`src/rtl/audio_mixer.sv`:
```
// Stereo PCM mixer: snapshots AY levels + beeper each DIVIDER clocks, mixes by mode,
// scales by master volume with a serial shift-add, and emits saturated signed 16-bit samples.
module audio_mixer #(
  parameter int unsigned DIVIDER = 1024
) (
  input  logic        clk_i,
  input  logic        rst_i,
  input  logic [7:0]  ch_a_i,
  input  logic [7:0]  ch_b_i,
  input  logic [7:0]  ch_c_i,
  input  logic        beep_i,
  input  logic [1:0]  mode_i,
  input  logic [3:0]  vol_i,
  output logic [15:0] left_o,
  output logic [15:0] right_o,
  output logic        sample_o
);

  typedef enum logic [2:0] {S_IDLE, S_ACC, S_SCALE, S_SAT, S_OUT} state_t;

  localparam logic [1:0] M_MONO = 2'b00;
  localparam logic [1:0] M_ABC  = 2'b01;
  localparam logic [1:0] M_ACB  = 2'b10;

  state_t      r_state;
  logic [15:0] r_cnt;
  logic [1:0]  r_step;
  logic [7:0]  r_a, r_b, r_c;
  logic        r_beep;
  logic [1:0]  r_mode;
  logic [3:0]  r_vol;
  logic [9:0]  r_sum_l, r_sum_r;
  logic [13:0] r_prod_l, r_prod_r;
  logic [15:0] r_sat_l, r_sat_r;

  logic        w_tick;
  logic [9:0]  w_add_l, w_add_r;
  logic [13:0] w_sh_l, w_sh_r;
  logic [16:0] w_res_l, w_res_r;

  assign w_tick = (r_cnt == 16'(DIVIDER - 1));

  always_ff @(posedge clk_i or posedge rst_i) begin
    if (rst_i) r_cnt <= '0;
    else if (w_tick) r_cnt <= '0;
    else r_cnt <= r_cnt + 16'd1;
  end

  // Per-cycle contribution of the source selected by r_step (A, B, C, beep).
  always_comb begin
    w_add_l = '0;
    w_add_r = '0;
    case (r_step)
      2'd0: begin
        if (r_mode == M_MONO) begin
          w_add_l = {2'b00, r_a};
          w_add_r = {2'b00, r_a};
        end else if (r_mode == M_ABC || r_mode == M_ACB) begin
          w_add_l = {1'b0, r_a, 1'b0};
        end
      end
      2'd1: begin
        if (r_mode == M_MONO || r_mode == M_ABC) begin
          w_add_l = {2'b00, r_b};
          w_add_r = {2'b00, r_b};
        end else if (r_mode == M_ACB) begin
          w_add_r = {1'b0, r_b, 1'b0};
        end
      end
      2'd2: begin
        if (r_mode == M_MONO || r_mode == M_ACB) begin
          w_add_l = {2'b00, r_c};
          w_add_r = {2'b00, r_c};
        end else if (r_mode == M_ABC) begin
          w_add_r = {1'b0, r_c, 1'b0};
        end
      end
      default: begin
        if (r_beep && (r_mode != 2'b11)) begin
          w_add_l = 10'd64;
          w_add_r = 10'd64;
        end
      end
    endcase
  end

  assign w_sh_l  = {4'b0000, r_sum_l} << r_step;
  assign w_sh_r  = {4'b0000, r_sum_r} << r_step;
  assign w_res_l = {1'b0, r_prod_l, 2'b00} - 17'd16384;
  assign w_res_r = {1'b0, r_prod_r, 2'b00} - 17'd16384;

  // Result never drops below -16384, so only the positive ceiling needs clipping.
  function automatic logic [15:0] sat16(input logic [16:0] v);
    if (!v[16] && v[15]) return 16'h7FFF;
    return v[15:0];
  endfunction

  always_ff @(posedge clk_i or posedge rst_i) begin
    if (rst_i) begin
      r_state  <= S_IDLE;
      r_step   <= '0;
      r_a      <= '0;
      r_b      <= '0;
      r_c      <= '0;
      r_beep   <= 1'b0;
      r_mode   <= '0;
      r_vol    <= '0;
      r_sum_l  <= '0;
      r_sum_r  <= '0;
      r_prod_l <= '0;
      r_prod_r <= '0;
      r_sat_l  <= '0;
      r_sat_r  <= '0;
      left_o   <= '0;
      right_o  <= '0;
      sample_o <= 1'b0;
    end else begin
      sample_o <= 1'b0;
      case (r_state)
        S_IDLE: begin
          if (w_tick) begin
            r_a      <= ch_a_i;
            r_b      <= ch_b_i;
            r_c      <= ch_c_i;
            r_beep   <= beep_i;
            r_mode   <= mode_i;
            r_vol    <= vol_i;
            r_sum_l  <= '0;
            r_sum_r  <= '0;
            r_prod_l <= '0;
            r_prod_r <= '0;
            r_step   <= '0;
            r_state  <= S_ACC;
          end
        end
        S_ACC: begin
          r_sum_l <= r_sum_l + w_add_l;
          r_sum_r <= r_sum_r + w_add_r;
          r_step  <= r_step + 2'd1;
          if (r_step == 2'd3) r_state <= S_SCALE;
        end
        S_SCALE: begin
          if (r_vol[r_step]) begin
            r_prod_l <= r_prod_l + w_sh_l;
            r_prod_r <= r_prod_r + w_sh_r;
          end
          r_step <= r_step + 2'd1;
          if (r_step == 2'd3) r_state <= S_SAT;
        end
        S_SAT: begin
          r_sat_l <= sat16(w_res_l);
          r_sat_r <= sat16(w_res_r);
          r_state <= S_OUT;
        end
        S_OUT: begin
          left_o   <= r_sat_l;
          right_o  <= r_sat_r;
          sample_o <= 1'b1;
          r_state  <= S_IDLE;
        end
        default: r_state <= S_IDLE;
      endcase
    end
  end

endmodule

```
`config.mk`:
```
export PLATFORM = sky130hd
export DESIGN_NAME = audio_mixer
export DESIGN_NICKNAME = d
export VERILOG_FILES = /design/src/rtl/audio_mixer.sv
export SDC_FILE = /design/constraint.sdc
export NUM_CORES = 1
export LEC_CHECK = 0
export BUFFER_PORTS_ARGS = -buffer_cell sky130_fd_sc_hd__buf_4
export CORE_MARGIN = 5
export CORE_UTILIZATION = 65
export CTS_CLUSTER_SIZE = 24
export DETAILED_ROUTE_END_ITERATION = 8
export PLACE_DENSITY = 0.85
export SYNTH_ARGS = -nofsm -noshare
export SYNTH_HDL_FRONTEND = slang
export SYNTH_SLANG_ARGS = --single-unit
```
`constraint.sdc`:
```
create_clock -name clk_i -period 14.9 [get_ports clk_i]
set_clock_uncertainty 0.15 [all_clocks]
set_input_delay 0.745 -clock clk_i [delete_from_list [all_inputs] [get_ports clk_i]]
set_output_delay 0.745 -clock clk_i [all_outputs]
set_load 0.05 [all_outputs]
```
# == After elaboration in Yosys (flattened, before gate mapping) ==
# Cells that the tools add are included.
# classes
add_sub_neg,8
multipliers,0
n_div,0
n_lt_le_gt_ge,1
eq_ne,15
shift,2
n_mux,38
bitwise_logic,0
reduce_logical,20
# ops
cell,n
16-bit 2-to-1 mux,5
10-bit one-hot mux with 3 select lines,2
14-bit one-hot mux with 2 select lines,2
9-bit 2-to-1 mux,6
14-bit 2-to-1 mux,3
10-bit one-hot mux with 2 select lines,2
16-bit by 15-bit subtractor with 17-bit output (second input constant),2
14-bit adder,2
10-bit by 2-bit << shifter with 14-bit output,2
8-bit 2-to-1 mux,3
10-bit adder,2
16-bit by 1-bit adder with 16-bit output (second input constant),1
16-bit by 10-bit == test with 1-bit output (second input constant),1
3-bit one-hot mux with 4 select lines,1
10-bit 2-to-1 mux,1
2-bit != test (second input constant),5
3-bit 2-to-1 mux,3
7-bit 2-to-1 mux,1
2-bit == test (second input constant),3
3-bit by 2-bit == test with 1-bit output (second input constant),2
1-bit 2-to-1 mux,6
2-bit AND reduction,3
3-bit AND reduction,2
2-bit nonzero test,3
other kinds (14),21
# word_totals
register_bits,165
latchBits,0
ramBits,0
rom_bits,0
output_inout_bits,33
elab_cells,102
n_memories,0

# == Depth between registers and ports, before layout ==
# Gate-level depths: netlist of run 1.
# logic_depth
word_depth,7
depth_mapped,18
ltp_nobuf,15

# == Worst setup path after synthesis of run 1 ==
# Ideal clock, no wire load.
# synth_path
path_type,flip-flop to flip-flop
startpoint,register r_step[0]
endpoint,register r_sum_l[8]
setup_ps,120
arrival_ps,3446
slack_ps,11184
path_stages_with_launch,19
n_path_buf,4
period_less_slack_ps,3716
path_cell_list,dfrtp_1 buf_4 buf_2 inv_1 ha_1 clkbuf_1 and2_1 clkbuf_1 a222oi_1 nor2_1 ha_1 inv_1 fa_1 nor2b_1 o21ai_1 a21boi_1 o211a_1 or3_1 a31o_1
# synth_via
elab_chain_cells,4
# synth_lines
item,line_no,rtl
from (decl),27,logic [1:0] r_step;
from (signal assigned),139,r_step <= r_step + 2'd1;
from (signal assigned),147,r_step <= r_step + 2'd1;
2-bit == test (tied with other cells),53,case (r_step)
10-bit one-hot mux with 3 select lines (*),53,
10-bit adder (*),137,r_sum_l <= r_sum_l + w_add_l;
10-bit one-hot mux with 2 select lines (*),119,case (r_state)
to (signal assigned),137,
to (decl),32,"logic [9:0] r_sum_l, r_sum_r;"
# Every way passes the cells marked *; elsewhere a longest branch is shown, timed or not.
# A chain may end at the register's enable or synchronous reset.

# == Worst setup path after layout of run 1 ==
# layout_path
startpoint,register r_step[1]
endpoint,register r_sum_l[8]
# Same word-level chain as after synthesis.

==> results of run 1 <==
==> path summary, 6_finish.rpt <==
| path | to | slack, ps | cells past startpoint |
|---|---|---|---|
| max | r_sum_l[8] | 10300 | 14 |
| min | r_cnt[4] | 320 | 1 |
| max reg2reg | r_sum_l[8] | 10300 | 14 |
| min reg2reg | r_cnt[4] | 320 | 1 |
| max in group asynchronous | right_o[6] | 12940 | 3 |
| min in group asynchronous | r_cnt[13] | 340 | 2 |
==> kinds of logic after synthesis <==
family / count (synthesis) / synth area share [%]
mux: 58 / 7.89
flops: 161 / 43.3
simple gates: 335 / 16.1
xor+xnor: 38 / 3.58
fa+ha+maj: 58 / 8.12
compound gates: 235 / 17.3
buf+inv: 74 / 3.72
==> cell usage in the layout (no fill, tap or decap), drive strengths merged, types with 4 or more instances in the layout <==
cell and instances:
nor3 13, clkbuf 19, o21bai 4, a21o 9
a31o 7, or3 8, a31oi 6, inv 28
o32ai 4, a21oi 32, a222oi 9, or2 4
o21a 11, nand3 28, nor2 52, nor2b 8
nand2 186, dfrtp 161, fa 4, o22a 25
ha 54, and3 13, mux2i 16, o21ai 67
mux4 9, a22o 8, xor2 25, o31ai 5
xnor2 13, and2 7, o22ai 12, a211oi 16
buf 72, mux2 33
==> registers in the layout, summed over array words and instances (netlist names) <==
signal and flops:
r_step 2, r_prod_l 14, left_o 15, r_sum_r 10, r_state 3, r_b 8
r_beep 1, right_o 15, r_vol 4, r_c 8, sample_o 1, r_cnt 16
r_sat_r 15, r_a 8, r_sat_l 15, r_sum_l 10, r_mode 2, r_prod_r 14
==> through the flow <==
stage               setup WS (ps)  total power, mW  hold slack (ps)  std cells
floorplan                    9660            0.452              288        959
global placement            10560            0.460              308       1159
detailed placement          10370            0.461              308       1159
CTS                         10380            0.916              323       1191
global route                 9970            0.938              350       1191
finish                      10300            0.912              325       1191
==> layout make-up <==
type | count | share of cell area, %
clock buffers | 19 | 4.24
clock inverters | 13 | 1.65
inverters | 22 | 0.839
multi-input cells | 724 | 47.3
flip-flops and latches | 161 | 38.6
well taps | 180 | 2.16
repair buffers | 72 | 5.18
==> per-layer routing <==
layer | global-route usage [%] | vias to the layer above | wire [microns]
met1 | 35.3 | 3577 | 9040
met2 | 44.1 | 295 | 10200
li1 | - | 3533 | -
met3 | 5.44 | 61 | 1340
met5 | 0 | - | 0
met4 | 9.78 | 0 | 619
==> power groups by stage <==
stage,clock (mW),sequential [mW],combinational (mW)
2_1_floorplan,0,0.445,0.00642
3_3_place_gp,0,0.445,0.0151
3_5_place_dp,0,0.445,0.0153
4_1_cts,0.464,0.437,0.0153
5_1_grt,0.484,0.437,0.0173
6_report,0.460,0.437,0.0147
==> worst register-to-register path, delay by kind of cell, from the launching register on <==
kind | cells | cell delay (ps)
adders and majority gates | 3 | 900
AOI/OAI and AO/OA | 5 | 1170
buffers and inverters | 2 | 450
DFF | 1 | 1040
and+or+nand+nor | 4 | 790
==> impl_results.md, run 1 <==
* Outcome: complete, no violations
* Worst skew pair latency at 440 ps
* Share of post-route cells with drive strength above 1 at 16.1%
* Tcrit/Tclk final at 30.9%
* Critical Path Start: r_step[1]
* DRT Pass-1 Iters at 8
* Clock share of power at 50.5%
* Crit-path leading delay family: compound AO/OA/AOI/OAI gates
* RSZ-0062 raised after global routing: false
* Critical Path Source Type: register
* Die height at 130 microns
* Post-CTS Setup Repair Bufs at 0
* Final Util at 74.6%
* Antenna cells at 0
* Most frequent cell after synthesis: nand2_1
* WP data required at 15,070 ps
* Number of max-cap violations at 0
* Post-synth top area cell: dfrtp_1
* Psw at 0.198 mW
* Worst reg2reg path startpoint: r_step[1]
* Critical path's slowest cell: dfrtp_1
* Worst VDD drop at 0.0000739 V
* Std cell rows at 43
* Fmax at 217 MHz
* Vias post-DR at 7,466
* Io pins at 66
* Leakage at 4.99 nW
* Drt wl/cell at 17.8 microns
* Vias in the first global route at 7,277
* Die width at 130 microns
* Yosys top cell area share at 43.3%
* Nets at 1,089
* Die Area at 16,800 sq um
* Footprint of the multi-input gates at 4940 sq um
* Synthesized flop and latch total at 161
* Initial Utilization at 66.5%
* Sequential group share of total power at 47.9%
* PortBufs at 65
* Post-synth top cells: nand2_1, dfrtp_1, ha_1
* Average footprint of a synthesized cell at 9.71 sq um
* Worst Path Buf+Inv at 2
* Commonest register cell after synthesis: dfrtp_1
* Remaining DRCs at 0
* CP max FO at 29
* CTS resizes at 0
* Max clock buf depth at 2
* Overall global routing resource usage at 26.7%
* Core ar. at 14,000 sq um
* Worst-margin pin slew at 1060 ps
* Synthesized cell area at 9310 sq um
* Hold Path Origin: r_cnt[4]
* Post-synth EDFFs at 0
* Fin. max-slew vios at 0
* Rel. slew slack at 29.5%
* Critical setup path kind: reg -> reg
* Root buf cell: clkbuf_16
* Syn_nets at 1,050
* Vias per cell at 6.27
* Sw Share at 21.7%
* Antenna violations before repair at 0
* Depth of the CTS H-tree at 4
* Post-DP HPWL at 14,700 microns
* Asr flop ratio synth at 100%
* Data arrival, critical path at 4780 ps
* Cells after Synth at 959
* Synth top area cells: dfrtp_1, nand2_1, ha_1
* Pin count of the biggest net entering global routing at 99
* Sequential-to-total area share from yosys stat at 43.3%
* CTS Buf Count at 17
* Area Growth Syn to Fin at 12.1%
* Synth Warn # at 0
* PD cells at 87.4 nW/um^2
* Distinct cells, synth at 70
* Placed Area at 9820 sq um
* CTS sink cnt at 161
* Clock slew at reported path FFs at 60 ps
* CTS tree: done
* Final wirelength at 21,200 microns
* Final Hold Viols at 0
* First-pass GRT wire length at 35,800 microns
* Sequential Area at 4030 sq um
* Congestion Overflow GR at 0
* Fin crit period at 4600 ps
* Endpoints failing setup at 0
* Pint at 0.714 mW
* RePlAce Congestion at 0.962
* Initial DRC Count at 787
* Cells along the critical path: inv_1 > ha_1 > and2_1 > a222oi_1 > nor2_1 > ha_1 > inv_1 > fa_1 > nor2b_1 > o21ai_1 > a21boi_1 > o211a_1 > or3_1 > a31o_1
* ANT nets after route at 0
* Max incr delay on CP at 1040 ps
* Fin Setup TNS at 0 ps
* # fillers at 1,000
* Comb pwr share at 1.6%
* Hold buffer count at CTS at 0
* Worst Hold Class: reg -> reg
* Worst Setup End Kind: register
* Design area at 10,400 sq um
(Power assumes the default switching activity.)
==> run 2: changes to the inputs <==
--- a/config.mk
+++ b/config.mk
@@ -7,10 +7,10 @@
 export LEC_CHECK = 0
 export BUFFER_PORTS_ARGS = -buffer_cell sky130_fd_sc_hd__buf_4
 export CORE_MARGIN = 5
-export CORE_UTILIZATION = 65
+export CORE_UTILIZATION = 61
 export CTS_CLUSTER_SIZE = 24
 export DETAILED_ROUTE_END_ITERATION = 8
-export PLACE_DENSITY = 0.85
+export PLACE_DENSITY = 0.8
 export SYNTH_ARGS = -nofsm -noshare
 export SYNTH_HDL_FRONTEND = slang
 export SYNTH_SLANG_ARGS = --single-unit
==> constraint.sdc (replaced) <==
create_clock -name clk_i -period 4.8 [get_ports clk_i]
set_clock_uncertainty 0.15 [all_clocks]
set_input_delay 0.24 -clock clk_i [delete_from_list [all_inputs] [get_ports clk_i]]
set_output_delay 0.24 -clock clk_i [all_outputs]
set_load 0.05 [all_outputs]
==> impl_results.md, run 2 (same netlist as run 1, synthesis figures left out) <==
* PortBufs at 65 (unchanged)
* RR Endpoint: r_sum_r[8] (was r_sum_l[8])
* Worst-margin pin slew at 1060 ps (about the same)
* CTS Buf Count at 17 (unchanged)
* WP depth at 15 (was 14)
* Vias post-DR at 7,419 (was 7,466)
* Post-CTS Setup Repair Bufs at 0 (unchanged)
* Core ar. at 15,100 sq um (was 14,000 sq um)
* Die width at 134 microns (was 130 microns)
* Critical setup path kind: reg -> reg (unchanged)
* Fin crit period at 3880 ps (was 4600 ps)
* Final Hold Viols at 0 (unchanged)
* ANT nets after route at 0 (unchanged)
* CTS tree: done (unchanged)
* Leakage at 5.13 nW (was 4.99 nW)
* Share of post-route cells with drive strength above 1 at 15.9% (was 16.1%)
* Hold buffer count at CTS at 32 (was 0)
* Worst hold margin at 302 ps (was 325 ps)
* Endpoints failing setup at 0 (unchanged)
* Fin Setup TNS at 0 ps (unchanged)
* CP max FO at 14 (was 29)
* Number of max-cap violations at 0 (unchanged)
* Die height at 134 microns (was 130 microns)
* Worst VDD drop at 0.000260 V (was 0.0000739 V)
* Worst Setup End Kind: register (unchanged)
* Area Growth Syn to Fin at 15.8% (was 12.1%)
* Initial DRC Count at 582 (was 787)
* Depth of the CTS H-tree at 4 (unchanged)
* Std cell rows at 45 (was 43)
* First-pass GRT wire length at 36,000 microns (was 35,800 microns)
* Overall global routing resource usage at 25.0% (was 26.7%)
* DRT Pass-1 Iters at 6 (was 8)
* Vias per cell at 6.01 (was 6.27)
* Tcrit/Tclk final at 80.8% (was 30.9%)
* Clock slew at reported path FFs at 70 ps (was 60 ps)
* Final wirelength at 21,400 microns (was 21,200 microns)
* Reg2reg path depth at 15 (was 14)
* R2r setup slk at 920 ps (was 10,300 ps)
* Crit-path leading delay family: adder cells (was compound AO/OA/AOI/OAI gates)
* Worst reg2reg path startpoint: r_step[1] (unchanged)
* Remaining DRCs at 0 (unchanged)
* Reg with most FFs: r_cnt (unchanged)
* Commonest non-fill, non-tap cell in the layout: nand2_1 (unchanged)
* Fin. max-slew vios at 0 (unchanged)
* Worst skew pair latency at 430 ps (was 440 ps)
* Outcome: complete, no violations (unchanged)
* Antenna violations before repair at 0 (unchanged)
* Max clock buf depth at 2 (unchanged)
* CTS sink cnt at 161 (unchanged)
* Congestion Overflow GR at 0 (unchanged)
* Worst Path Buf+Inv at 3 (was 2)
* Worst Hold Class: in -> async (was reg -> reg)
* CTS resizes at 0 (unchanged)
* Pin count of the biggest net entering global routing at 70 (was 99)
* Antenna cells at 0 (unchanged)
* Drt wl/cell at 17.3 microns (was 17.8 microns)
* Cells along the critical path: buf_4 > inv_1 > ha_1 > and2_1 > a222oi_1 > nor2_1 > ha_1 > inv_1 > fa_1 > nor2b_1 > o21ai_1 > a21boi_1 > o211a_1 > o21ai_0 > a31o_1 (was inv_1 > ha_1 > and2_1 > a222oi_1 > nor2_1 > ha_1 > inv_1 > fa_1 > nor2b_1 > o21ai_1 > a21boi_1 > o211a_1 > or3_1 > a31o_1)
* Initial Utilization at 61.7% (was 66.5%)
* Max incr delay on CP at 440 ps (was 1040 ps)
* Die Area at 17,800 sq um (was 16,800 sq um)
* Rel. slew slack at 29.2% (was 29.5%)
* WP data required at 4970 ps (was 15,070 ps)
* Fmax at 258 MHz (was 217 MHz)
* Data arrival, critical path at 4050 ps (was 4780 ps)
* Largest register FFs at 16 (unchanged)
* Critical Path Start: r_step[1] (unchanged)
* Nets at 1,124 (was 1,089)
* Io pins at 66 (unchanged)
* Most frequent cells in the layout: nand2_1, dfrtp_1, buf_4 (unchanged)
* PD cells at 261 nW/um^2 (was 87.4 nW/um^2)
* Post-DP HPWL at 15,000 microns (was 14,700 microns)
* Root buf cell: clkbuf_16 (unchanged)
* Critical Path Source Type: register (unchanged)
* RePlAce Congestion at 0.951 (was 0.962)
* Critical path's slowest cell: ha_1 (was dfrtp_1)
* RSZ-0062 raised after global routing: false (unchanged)
* Vias in the first global route at 7,303 (was 7,277)
[run 2: cell count changes in the layout (fill, tap and decap cells not counted)]
| cell | delta |
|---|---|
| clkinv_4 | +5 |
| inv_6 | -1 |
| dlygate4sd3_1 | +32 |
| clkinv_2 | -2 |
| bufinv_16 | -1 |
| clkbuf_8 | +1 |
| buf_4 | +3 |
| inv_8 | -1 |
| clkinvlp_4 | -1 |
[run 2: cell type report]
| cell class | count | area (sq um) |
|---|---|---|
| Multi-Input combinational cell | 724 | 4940 |
| Tap cell | 188 | 235 |
| Sequential cell | 161 | 4030 |
| Fill cell | 1131 | 4310 |
| Clock inverter | 12 | 149 |
| Clock buffer | 20 | 457 |
| Inverter | 22 | 87.6 |
| Timing Repair Buffer | 107 | 883 |
[run 2: routing by layer]
layer  share of wire (%)  GRT usage (%)  routed length [microns]
met2                  48           41.1                    10300
met5                   0              0                        0
met4                 2.3           9.71                      499
met3                 6.2           5.17                     1320
met1                  43           32.6                     9240
[run 2: how the worst max path moves through the flow]
| stage | endpoint |
|---|---|
| floorplan | left_o[10] |
| global placement | r_sum_r[8] |
| detailed placement | r_sum_r[8] |
| CTS | r_sum_r[8] |
| global route | r_sum_l[8] |
| finish | r_sum_r[8] |
[run 2: through the flow]
stage | setup slack [ps] | utilization, % | std cells | total power, mW | cell area (sq um)
final | 921 | 71.4 | 1234 | 2.81 | 10800
after floorplan | 61.7 | - | 959 | 1.40 | 9310
after CTS | 978 | 71.4 | 1234 | 2.82 | 10800
after detailed placement | 997 | 65.3 | 1170 | 1.43 | 9850
after global placement | 1080 | 65.3 | 1170 | 1.43 | 9850
after global routing | 572 | 71.4 | 1234 | 2.90 | 10800
[run 2: where the power goes]
| part | switching [mW] | leakage [nW] | internal, mW |
|---|---|---|---|
| logic | 0.0341 | 2.77 | 0.0347 |
| registers | 0 | 2.07 | 1.36 |
| clock network | 0.577 | 0.294 | 0.806 |
| total | 0.611 | 5.13 | 2.20 |
[run 2: worst register-to-register path, stage by stage, from the launching register on]
cell,delay [ps]
dfrtp_1,380
buf_4,190
inv_1,230
ha_1,450
and2_1,360
a222oi_1,160
nor2_1,220
ha_1,230
inv_1,60
fa_1,400
nor2b_1,130
o21ai_1,80
a21boi_1,260
o211a_1,210
o21ai_0,70
a31o_1,210
==> run 3: changes to the inputs <==
--- a/config.mk
+++ b/config.mk
@@ -7,10 +7,10 @@
 export LEC_CHECK = 0
 export BUFFER_PORTS_ARGS = -buffer_cell sky130_fd_sc_hd__buf_4
 export CORE_MARGIN = 5
-export CORE_UTILIZATION = 61
+export CORE_UTILIZATION = 55
 export CTS_CLUSTER_SIZE = 24
 export DETAILED_ROUTE_END_ITERATION = 8
-export PLACE_DENSITY = 0.8
+export PLACE_DENSITY = 0.77
 export SYNTH_ARGS = -nofsm -noshare
 export SYNTH_HDL_FRONTEND = slang
 export SYNTH_SLANG_ARGS = --single-unit
==> constraint.sdc (replaced) <==
create_clock -name clk_i -period 3.22 [get_ports clk_i]
set_clock_uncertainty 0.15 [all_clocks]
set_input_delay 0.161 -clock clk_i [delete_from_list [all_inputs] [get_ports clk_i]]
set_output_delay 0.161 -clock clk_i [all_outputs]
set_load 0.05 [all_outputs]
==> impl_results.md, run 3 (same netlist as run 1, synthesis figures left out) <==
* RSZ-0062 raised after global routing: true (was false)
* ANT nets after route at 0 (unchanged)
* Reg with most FFs: r_cnt (unchanged)
* Critical Path Source Type: register (unchanged)
* Post-DP HPWL at 15,400 microns (was 15,000 microns)
* Io pins at 66 (unchanged)
* Vias post-DR at 7,707 (was 7,419)
* Sequential Area at 4030 sq um (about the same)
* WP data required at 3390 ps (was 4970 ps)
* Tcrit/Tclk final at 103% (was 80.8%)
* Commonest non-fill, non-tap cell in the layout: nand2_1 (unchanged)
* Worst-margin pin slew at 1000 ps (was 1060 ps)
* Congestion Overflow GR at 0 (unchanged)
* Pin count of the biggest net entering global routing at 162 (was 70)
* Failing checks: negative setup slack
* Final wirelength at 21,900 microns (was 21,400 microns)
* Initial DRC Count at 485 (was 582)
* Overall global routing resource usage at 23.0% (was 25.0%)
* Critical setup path kind: reg -> reg (unchanged)
* Fin. max-slew vios at 0 (unchanged)
* Final WS setup at -93.1 ps (was 921 ps)
* Worst Setup End Kind: register (unchanged)
* Worst VDD drop at 0.000375 V (was 0.000260 V)
* Std cell rows at 47 (was 45)
* Fmax at 302 MHz (was 258 MHz)
* Endpoints failing setup at 5 (was 0)
* Area Growth Syn to Fin at 23.1% (was 15.8%)
* Largest register FFs at 16 (unchanged)
* RePlAce Congestion at 0.950 (was 0.951)
* Die Area at 19,600 sq um (was 17,800 sq um)
* DRT Pass-1 Iters at 7 (was 6)
* Vias in the first global route at 7,566 (was 7,303)
* Share of post-route cells with drive strength above 1 at 23.9% (was 15.9%)
* Outcome: finished, violations left (was complete, no violations)
* Leakage at 5.42 nW (was 5.13 nW)
* Max clock buf depth at 2 (unchanged)
* Die width at 140 microns (was 134 microns)
* Nets at 1,185 (was 1,124)
* Antenna violations before repair at 0 (unchanged)
* PortBufs at 65 (unchanged)
* Vias per cell at 5.81 (was 6.01)
* Most frequent cells in the layout: nand2_1, dfrtp_1, buf_4 (unchanged)
* Antenna cells at 0 (unchanged)
* Die height at 140 microns (was 134 microns)
* CP max FO at 7 (was 14)
* Drt wl/cell at 16.5 microns (was 17.3 microns)
* Placement Setup Slack at -156 ps (was 997 ps)
* Remaining DRCs at 0 (unchanged)
* Data arrival, critical path at 3490 ps (was 4050 ps)
* Final Power at 4.00 mW (was 2.81 mW)
* First-pass GRT wire length at 37,100 microns (was 36,000 microns)
* Clock slew at reported path FFs at 60 ps (was 70 ps)
* CTS sink cnt at 161 (unchanged)
* Footprint of the multi-input gates at 5110 sq um (was 4940 sq um)
* Number of max-cap violations at 0 (unchanged)
* Rel. slew slack at 32.9% (was 29.2%)
* Worst skew pair latency at 440 ps (was 430 ps)
* PD cells at 349 nW/um^2 (was 261 nW/um^2)
* Fin Setup TNS at -251 ps (was 0 ps)
* Depth of the CTS H-tree at 4 (unchanged)
* Root buf cell: clkbuf_16 (unchanged)
* CTS tree: done (unchanged)
* # fillers at 1,307 (was 1,131)
* Final Hold Viols at 0 (unchanged)
* Core ar. at 16,600 sq um (was 15,100 sq um)
* Fin crit period at 3310 ps (was 3880 ps)
* Initial Utilization at 56.1% (was 61.7%)
* Worst Hold Class: in -> reg (was in -> async)
* CTS Buf Count at 17 (unchanged)
## run 3: cell types whose count changed in the layout (fill, tap and decap cells not counted), moves of 3 or more
cell,change
a21oi_1,-3
o21ai_0,-7
o21ai_2,+8
inv_1,-4
ha_4,+3
ha_1,-7
buf_4,+50
ha_2,+4
clkinvlp_4,+4
buf_6,+9
## run 3: what timing repair did
action	in CTS	in global routing
pin swaps	11	34
gates resized for setup	17	41
setup endpoints to repair	7	14
hold buffers	32	0
endpoints found under the hold margin	192	0
buffers inserted	5	12
## run 3: cell type report
class                           instances  area share, %
Multi-Input combinational cell        724           44.6
Sequential cell                       161           35.2
Timing Repair Buffer                  168           12.2
Clock buffer                           19           3.86
Tap cell                              220           2.40
Clock inverter                         13          0.906
Inverter                               22          0.819
## run 3: report_power, final
part,internal (mW),switching [mW],leakage [nW]
Combinational,0.0524,0.0484,3.09
Clock,1.02,0.858,0.258
Sequential,2.02,0,2.07
## run 3: worst paths after layout
path,startpoint,to,slack [ps],depth (start not counted)
hold reg to reg,r_cnt[4],r_cnt[4],320,1
max in group asynchronous,rst_i,r_step[0],1900,4
setup reg to reg,r_mode[0],r_sum_r[8],-90,15
min in group asynchronous,rst_i,r_sat_r[10],400,4
hold / removal,ch_c_i[7],r_c[7],300,4
setup / recovery,r_mode[0],r_sum_r[8],-90,15
## run 3: critical path: stages (launching register included)
cell	delay [ps]
dfrtp_1	430
inv_4	80
ha_4	160
or2_0	210
buf_4	160
buf_6	130
nand2_2	60
o21ai_2	50
a222oi_1	350
nor2_1	100
ha_1	360
o21ai_2	110
a21boi_2	90
o211a_1	240
or3_1	310
a31o_1	180
## run 3: layer usage
layer  global-route usage, %  vias up  part of all wire (%)
met5                       0        -                     0
met4                    7.60        0                   2.8
met3                    4.36       49                   4.6
met2                    38.6      219                    49
met1                    30.1     3709                    44
li1                        -     3730                     -
## run 3: stage by stage
step | cell area (sq um) | util [%] | hold WS, ps | cells
floorplan | 9350 | - | 116 | 959
global placement | 10300 | 61.9 | 200 | 1246
detailed placement | 10300 | 61.9 | 203 | 1246
CTS | 11200 | 67.7 | 288 | 1315
global route | 11500 | 69.1 | 307 | 1327
finish | 11500 | 69.1 | 298 | 1327
